### src/rtl/sa_seq_ctrl.sv
`default_nettype none
// ============================================================================
//  Module   : sa_seq_ctrl
//  Brief    : Systolic-array job sequencer (weight load, stream, drain, passes)
//  Revision : 1.0
// ============================================================================
module sa_seq_ctrl #(
    parameter int WLOAD_CYC = 28,
    parameter int DRAIN_CYC = 16,
    parameter int PASS_W    = 4
) (
    input  logic              clk,
    input  logic              rst,
    input  logic              start_i,
    input  logic              abort_i,
    input  logic [PASS_W-1:0] num_pass_i,
    input  logic              mode_i,
    input  logic              stall_i,
    input  logic              data_last_i,
    input  logic              conv_done_i,
    output logic              data_enable_o,
    output logic              weight_start_o,
    output logic              weight_stop_o,
    output logic [PASS_W-1:0] pass_cnt_o,
    output logic              busy_o,
    output logic              done_o
);

    localparam int c_CNT_MAX = (WLOAD_CYC > DRAIN_CYC) ? WLOAD_CYC : DRAIN_CYC;
    localparam int c_CNT_W   = $clog2(c_CNT_MAX + 1);

    localparam logic [c_CNT_W-1:0] c_WLOAD_END = c_CNT_W'(WLOAD_CYC);
    localparam logic [c_CNT_W-1:0] c_WSTOP_AT  = c_CNT_W'(WLOAD_CYC - 1);
    localparam logic [c_CNT_W-1:0] c_DRAIN_END = c_CNT_W'(DRAIN_CYC - 1);
    localparam logic [c_CNT_W-1:0] c_CNT_ONE   = c_CNT_W'(1);
    localparam logic [PASS_W-1:0]  c_PASS_ONE  = PASS_W'(1);

    typedef enum logic [1:0] {
        S_IDLE   = 2'd0,
        S_WLOAD  = 2'd1,
        S_STREAM = 2'd2,
        S_DRAIN  = 2'd3
    } state_t;

    state_t              r_state;
    logic [c_CNT_W-1:0]  r_cnt;
    logic [PASS_W-1:0]   r_pass_cnt;
    logic [PASS_W-1:0]   r_num_pass;
    logic                r_mode;

    state_t              w_state_nxt;
    logic [c_CNT_W-1:0]  w_cnt_nxt;
    logic [PASS_W-1:0]   w_pass_nxt;
    logic [PASS_W-1:0]   w_eff_pass;
    logic                w_stream_end;
    logic                w_start_acc;

    // A requested pass count of zero still runs one pass.
    assign w_eff_pass   = (r_num_pass == '0) ? c_PASS_ONE : r_num_pass;
    assign w_stream_end = conv_done_i | (r_mode & data_last_i);
    assign w_start_acc  = start_i & ~rst;

    assign pass_cnt_o = r_pass_cnt;
    assign busy_o     = (r_state != S_IDLE);

    always_comb begin
        w_state_nxt    = r_state;
        w_cnt_nxt      = r_cnt;
        w_pass_nxt     = r_pass_cnt;
        data_enable_o  = 1'b0;
        weight_start_o = 1'b0;
        weight_stop_o  = 1'b0;
        done_o         = 1'b0;

        case (r_state)
            S_IDLE: begin
                w_cnt_nxt = '0;
                if (w_start_acc) begin
                    weight_start_o = 1'b1;
                    w_state_nxt    = S_WLOAD;
                end
            end
            S_WLOAD: begin
                weight_stop_o = (r_cnt >= c_WSTOP_AT);
                w_cnt_nxt     = r_cnt + c_CNT_ONE;
                if (r_cnt == c_WLOAD_END) begin
                    data_enable_o = 1'b1;
                    w_cnt_nxt     = '0;
                    w_state_nxt   = S_STREAM;
                end
            end
            S_STREAM: begin
                weight_stop_o = 1'b1;
                if (w_stream_end) begin
                    w_cnt_nxt   = '0;
                    w_state_nxt = S_DRAIN;
                end else begin
                    data_enable_o = ~stall_i;
                end
            end
            S_DRAIN: begin
                weight_stop_o = 1'b1;
                w_cnt_nxt     = r_cnt + c_CNT_ONE;
                if (r_cnt == c_DRAIN_END) begin
                    w_cnt_nxt = '0;
                    if (r_pass_cnt == w_eff_pass) begin
                        done_o      = 1'b1;
                        w_pass_nxt  = c_PASS_ONE;
                        w_state_nxt = S_IDLE;
                    end else begin
                        weight_start_o = 1'b1;
                        w_pass_nxt     = r_pass_cnt + c_PASS_ONE;
                        w_state_nxt    = S_WLOAD;
                    end
                end
            end
            default: begin
                w_cnt_nxt   = '0;
                w_state_nxt = S_IDLE;
            end
        endcase

        // Abort overrides every transition and silences all pulses.
        if (abort_i && (r_state != S_IDLE)) begin
            w_state_nxt    = S_IDLE;
            w_cnt_nxt      = '0;
            w_pass_nxt     = c_PASS_ONE;
            data_enable_o  = 1'b0;
            weight_start_o = 1'b0;
            done_o         = 1'b0;
        end
    end

    always_ff @(posedge clk) begin
        if (rst) begin
            r_state    <= S_IDLE;
            r_cnt      <= '0;
            r_pass_cnt <= c_PASS_ONE;
            r_num_pass <= '0;
            r_mode     <= 1'b0;
        end else begin
            r_state    <= w_state_nxt;
            r_cnt      <= w_cnt_nxt;
            r_pass_cnt <= w_pass_nxt;
            if ((r_state == S_IDLE) && start_i) begin
                r_num_pass <= num_pass_i;
                r_mode     <= mode_i;
            end
        end
    end

endmodule
`default_nettype wire
### config.mk
export PLATFORM = sky130hd
export DESIGN_NAME = sa_seq_ctrl
export DESIGN_NICKNAME = d
export VERILOG_FILES = /design/src/rtl/sa_seq_ctrl.sv
export SDC_FILE = /design/constraint.sdc
export NUM_CORES = 1
export LEC_CHECK = 0
export BUFFER_PORTS_ARGS = -buffer_cell sky130_fd_sc_hd__buf_2
export CAP_MARGIN = 20
export CORE_MARGIN = 4
export CORE_UTILIZATION = 45
export CTS_CLUSTER_SIZE = 30
export DETAILED_ROUTE_END_ITERATION = 7
export GPL_TIMING_DRIVEN = 0
export PLACE_DENSITY = 0.7
export SYNTH_ARGS = -nofsm -noshare
export SYNTH_HDL_FRONTEND = slang
export SYNTH_SLANG_ARGS = --single-unit
### constraint.sdc
create_clock -name clk -period 2.2 [get_ports clk]
set_clock_uncertainty 0.15 [all_clocks]
set_input_delay 0.22 -clock clk [delete_from_list [all_inputs] [get_ports clk]]
set_output_delay 0.22 -clock clk [all_outputs]
set_load 0.05 [all_outputs]
# Word level (Yosys, flattened, before mapping)
# Cells that the tools add are included.
# totals
reg_bits	16
output_inout_bits	9
# op_classes
addsub	2
magnitude_cmp	1
n_eq_ne	10
muxes	26
bitwise	5
reduce_logical	9
# ops
op	count
$pmux W5 S4	1
$mux W5	3
$mux W1	12
$mux W2	4
$mux W4	2
$ne A2 B2 Y1 const B	4
$pmux W2 S4	1
$pmux W1 S2	3
$add A5 B1 Y5 const B	1
$eq A5 B4 Y1 const B	1
$eq A5 B5 Y1 const B	1
$ge A5 B5 Y1 const B	1
$add A4 B1 Y4 const B	1
$eq A2 B2 Y1 const B	2
$eq A4 B4 Y1	1
$logic_not A4 Y1	1
$reduce_and A4 Y1	1
$reduce_or A2 Y1	2
$and A1 B1 Y1	2
$eq A2 B1 Y1 const B	1
$logic_and A1 B1 Y1	2
$logic_not A2 Y1	1
$not A1 Y1	2
$reduce_and A2 Y1	1
other kinds (2)	2

# Longest topological paths before layout
# depth
depth_word	7
mapped_depth	9
mapped_depth_nobuf	9

# Least setup slack after synthesis
# OpenSTA, ideal clock, no wires.
# synth_path
path_kind	register to output
start	reg r_pass_cnt[0], in the netlist pass_cnt_o[0]
end	out weight_start_o
arrival_time_ns	2.282
required_time_ns	1.830
slack_ns	-0.452
path_stages_with_launch	5
cell_sequence	dfxtp_1 -> nor3_1 -> o2111ai_4 -> a31oi_1 -> nor3_1
# synth_via
elab_chain_len	5
# synth_lines
element	line	source
start, declared	47	logic [PASS_W-1:0] r_pass_cnt;
start signal, assigned	138	r_pass_cnt <= c_PASS_ONE;
start signal, assigned	144	r_pass_cnt <= w_pass_nxt;
$eq A4 B4 Y1	106	if (r_pass_cnt == w_eff_pass) begin
$mux W1	106	
$mux W1	104	if (r_cnt == c_DRAIN_END) begin
$pmux W1 S2	75	case (r_state)
$mux W1	124	if (abort_i && (r_state != S_IDLE)) begin
end, declared	22	output logic weight_start_o,
# No other way between the ends.

# Worst setup path in the final report
# layout_path
start	reg r_state[1]
end	out weight_start_o
# layout_via
elab_chain_len	3
# layout_lines
element	line	source
start, declared	45	state_t r_state;
start signal, assigned	142	r_state <= w_state_nxt;
$eq A2 B2 Y1, or another cell as far along	75	
$pmux W1 S2 / $logic_and A1 B1 Y1 (equally long branches)	75, 124	
$mux W1 *	124	
# Mark *: on every way between the ends. The rest lies on a longest branch, timed or not.

==> flow_summary_export.csv <==
group,metric,value,unit
logic_synthesis,yosys_warnings,0,
drt,wl_per_cell,12.64,um
sta,finalSetupTns,0,ps
logic_synthesis,synth_cells,128,
worst_setup_path,worstRegToRegCells,8,
sta,fmax,473.8,MHz
logic_synthesis,synthArstFlopShare,0,%
logic_synthesis,synth.distinct_cells,30,
final_layout,nets,180,
worst_setup_path,path_common_cell,"buf_6",
drt,wirelength,2.338,mm
logic_synthesis,synth_edf_count,0,
sta,setup_viol,0,
worst_setup_path,required,1830,ps
die,initial_core_util,49.08,%
logic_synthesis,synthFlopType,"dfxtp_1",
worst_setup_path,start_kind,"flop",
grt,grt_pass1_vias,929,
pwr,p_seq_share,31.0,%
worst_setup_path,crit_chain,"inv_1, ha_2, buf_6, nand2_2, nor2_2, a31oi_2, nor3_2, buf_6",
pwr,peakVddDrop,873.7,uV
worst_setup_path,arrival,1740,ps
worst_setup_path,worst_r2r_endpoint,"r_state[0]",
worst_setup_path,critPathCapture,"weight_start_o",
grt,grt_usage,17.95,%
die,dieArea,3046,um^2
worst_setup_path,critPathMaxFanout,6,
pwr,combPwrFrac,52.3,%
worst_hold_path,hold_class,"input pin to flop",
pwr,power.switching,0.4770,mW
clocking,clock-root-buffer,"clkbuf_4",
sta,hold_viol_final,0,
clocking,cts.sink_count,16,
place,gp_congestion,0.8161,
grt,grt_max_degree,11,
pwr,switching_share,40.55,%
drt,drt_pass1_iterations,4,
sta,tightestPinTransition,433.7,ps
final_layout,syn_to_final_growth,33.46,%
worst_setup_path,r2r-start,"r_cnt[0]",
pwr,clkPwrFrac,16.7,%
grt,antenna_found_initial,0,
clocking,clock_path_buffers,2,
clocking,clk_latency,280,ps
grt,grt_pass1_wl,3.939,mm
run_status,status,"finished clean",
die,num_rows,16,
final_layout,final_cell_mix,"16 x buf_2, 15 x nand2_1, 12 x a21oi_1, 10 x dfxtp_1",
worst_setup_path,r2r_setup_slack,250,ps
grt,grt-ovfl-total,0,
clocking,cts_buffers,3,
worst_setup_path,critPathSlowestCell,"dfxtp_1",
logic_synthesis,ys_seq_area_share,31.96,%
job,drv_cap,0,
clocking,cts_tree,"done",
die,die_x,55.19,um
final_layout,drive_gt1_share,37.34,%
place,port_buffers,19,
logic_synthesis,ys_ff_latch,16,
worst_setup_path,cp-startpoint,"r_state[1]",
pwr,power.internal,0.6992,mW
worst_setup_path,worstSetupPathType,"flop to output port",
final_layout,layout_commonest_cell,"buf_2",
worst_setup_path,critical_path.max_stage_delay,360,ps
clocking,path_clk_slew,100,ps
logic_synthesis,syn_area,1002,um^2
sta,period_needed,2111,ps
die,core_region_area,2042,um^2
sta,finalMaxSlewViolations,0,
final_layout,insertedDiodeCount,0,
drt,dr.first_iter.drc_count,36,
drt,drcViolationCount,0,
clocking,htreeDepth,1,
die,ios,21,
drt,antenna_left,0,
die,fp.dieH,55.19,um
drt,vias_per_cell,5.368,
sta,fin_crit_sh,95.94,%
worst_setup_path,crit_cells,8,
sta,rsz0062_at_grt,"yes",
pwr,totalPowerFinal,1.176,mW
sta,slew_headroom,71.09,%
worst_setup_path,endpoint_kind,"output port",
worst_setup_path,cpLargestDelayFamily,"simple AND/OR/NAND/NOR gates",
logic_synthesis,synth.avg_cell_area,7.830,um^2
logic_synthesis,synthesis.nets,149,
place,dpl.hpwl,1.689,mm
drt,vias,993,
worst_setup_path,cp_num_buf_inv,3,
pwr,power_leakage,0.5254,nW
pwr,power.density,879.4,nW/um^2
## synth_stat cells, types with 2 or more instances
cell type / n / area share [%]
nor2_1: 10 / 3.7
nand4_1: 2 / 1.2
ha_1: 9 / 11
nor2b_1: 4 / 2.5
nand2_1: 17 / 6.4
nand3b_1: 3 / 2.2
a31oi_1: 2 / 1.2
inv_1: 8 / 3.0
and3b_1: 2 / 1.7
nand3_1: 11 / 5.5
a211oi_1: 2 / 1.5
nor3_1: 4 / 2.0
o21ai_0: 6 / 3.0
clkbuf_1: 4 / 1.5
a21oi_1: 12 / 6.0
xnor2_1: 3 / 2.6
dfxtp_1: 16 / 32
## power groups by stage
stage	clock (mW)	sequential [mW]	combinational, mW
floorplan	0	0.354	0.352
global placement	0	0.359	0.437
detailed placement	0	0.362	0.445
CTS	0.202	0.357	0.496
global route	0.216	0.370	0.672
finish	0.196	0.365	0.615
## kinds of logic (layout without fill, tap and decap cells)
family	count (synthesis)	count (layout)	share of synthesized area, %
AND/OR/NAND/NOR	58	58	29.71
flip-flops	16	16	31.96
buffers and inverters	12	42	4.494
multiplexers	1	1	0.9988
adder cells (fa/ha/maj)	9	9	11.24
XOR/XNOR	3	3	2.622
AO/OA/AOI/OAI	29	29	18.98
## state kept, by name, indices dropped and copies added (netlist names)
signal,count
r_cnt,5
pass_cnt_o,4
r_num_pass,4
r_state,2
r_mode,1
## how the worst min path moves through the flow
stage                  startpoint  depth (start not counted)            end  slack [ps]
detailed placement         r_mode                          2         r_mode         310
CTS                 num_pass_i[3]                          3  r_num_pass[3]          30
global placement           r_mode                          2         r_mode         300
floorplan                  mode_i                          2         r_mode         220
finish              num_pass_i[3]                          3  r_num_pass[3]          20
global route        num_pass_i[3]                          3  r_num_pass[3]          20
## per-stage QoR
| step | utilization [%] | hold WS [ps] | cells | setup slack [ps] | area [um^2] |
|---|---|---|---|---|---|
| after floorplan | - | 217.5 | 128 | -46.54 | 1012 |
| after global placement | 55.88 | 295.0 | 174 | -87.45 | 1141 |
| after detailed placement | 55.88 | 306.0 | 174 | -144.2 | 1141 |
| after CTS | 60.11 | 27.34 | 179 | 4.386 | 1227 |
| after global routing | 65.50 | 22.35 | 185 | -14.96 | 1338 |
| final | 65.50 | 17.18 | 185 | 89.32 | 1338 |
## metal layers
metal  vias to the layer above  share of wire (%)  global-route usage (%)
met5                         -                  0                       0
met4                         0                1.9                   7.287
met3                         4                4.7                   3.217
met2                        21                 47                   28.54
met1                       456                 47                   23.79
li1                        512                  -                       -
## worst register-to-register path, stage by stage (launching register included)
cell       delay [ps]
dfxtp_2           350
buf_4             130
inv_1              90
ha_1              170
nand4_1           150
a21oi_2           210
nand3_2           130
a2111oi_2         360
a211oi_1           90
## what timing repair did
| action | 4_1_cts | 5_1_grt |
|---|---|---|
| endpoints found under the setup margin | 3 | 5 |
| hold endpoints to repair | 0 | 0 |
| resized for setup | 16 | 18 |
| pin swaps | 1 | 3 |
| hold buffers | 0 | 0 |
| setup buffers | 1 | 7 |
## layout make-up
| cell class | instances | area [um^2] |
|---|---|---|
| buffer | 3 | 18.77 |
| clock buffer | 4 | 36.28 |
| fill | 188 | 704.4 |
| inverter | 8 | 30.03 |
| multi-input combinational | 100 | 718.2 |
| sequential | 16 | 330.3 |
| tap | 27 | 33.78 |
| timing repair buffer | 27 | 170.2 |
No activity file was read; power rests on OpenSTA's default activity.
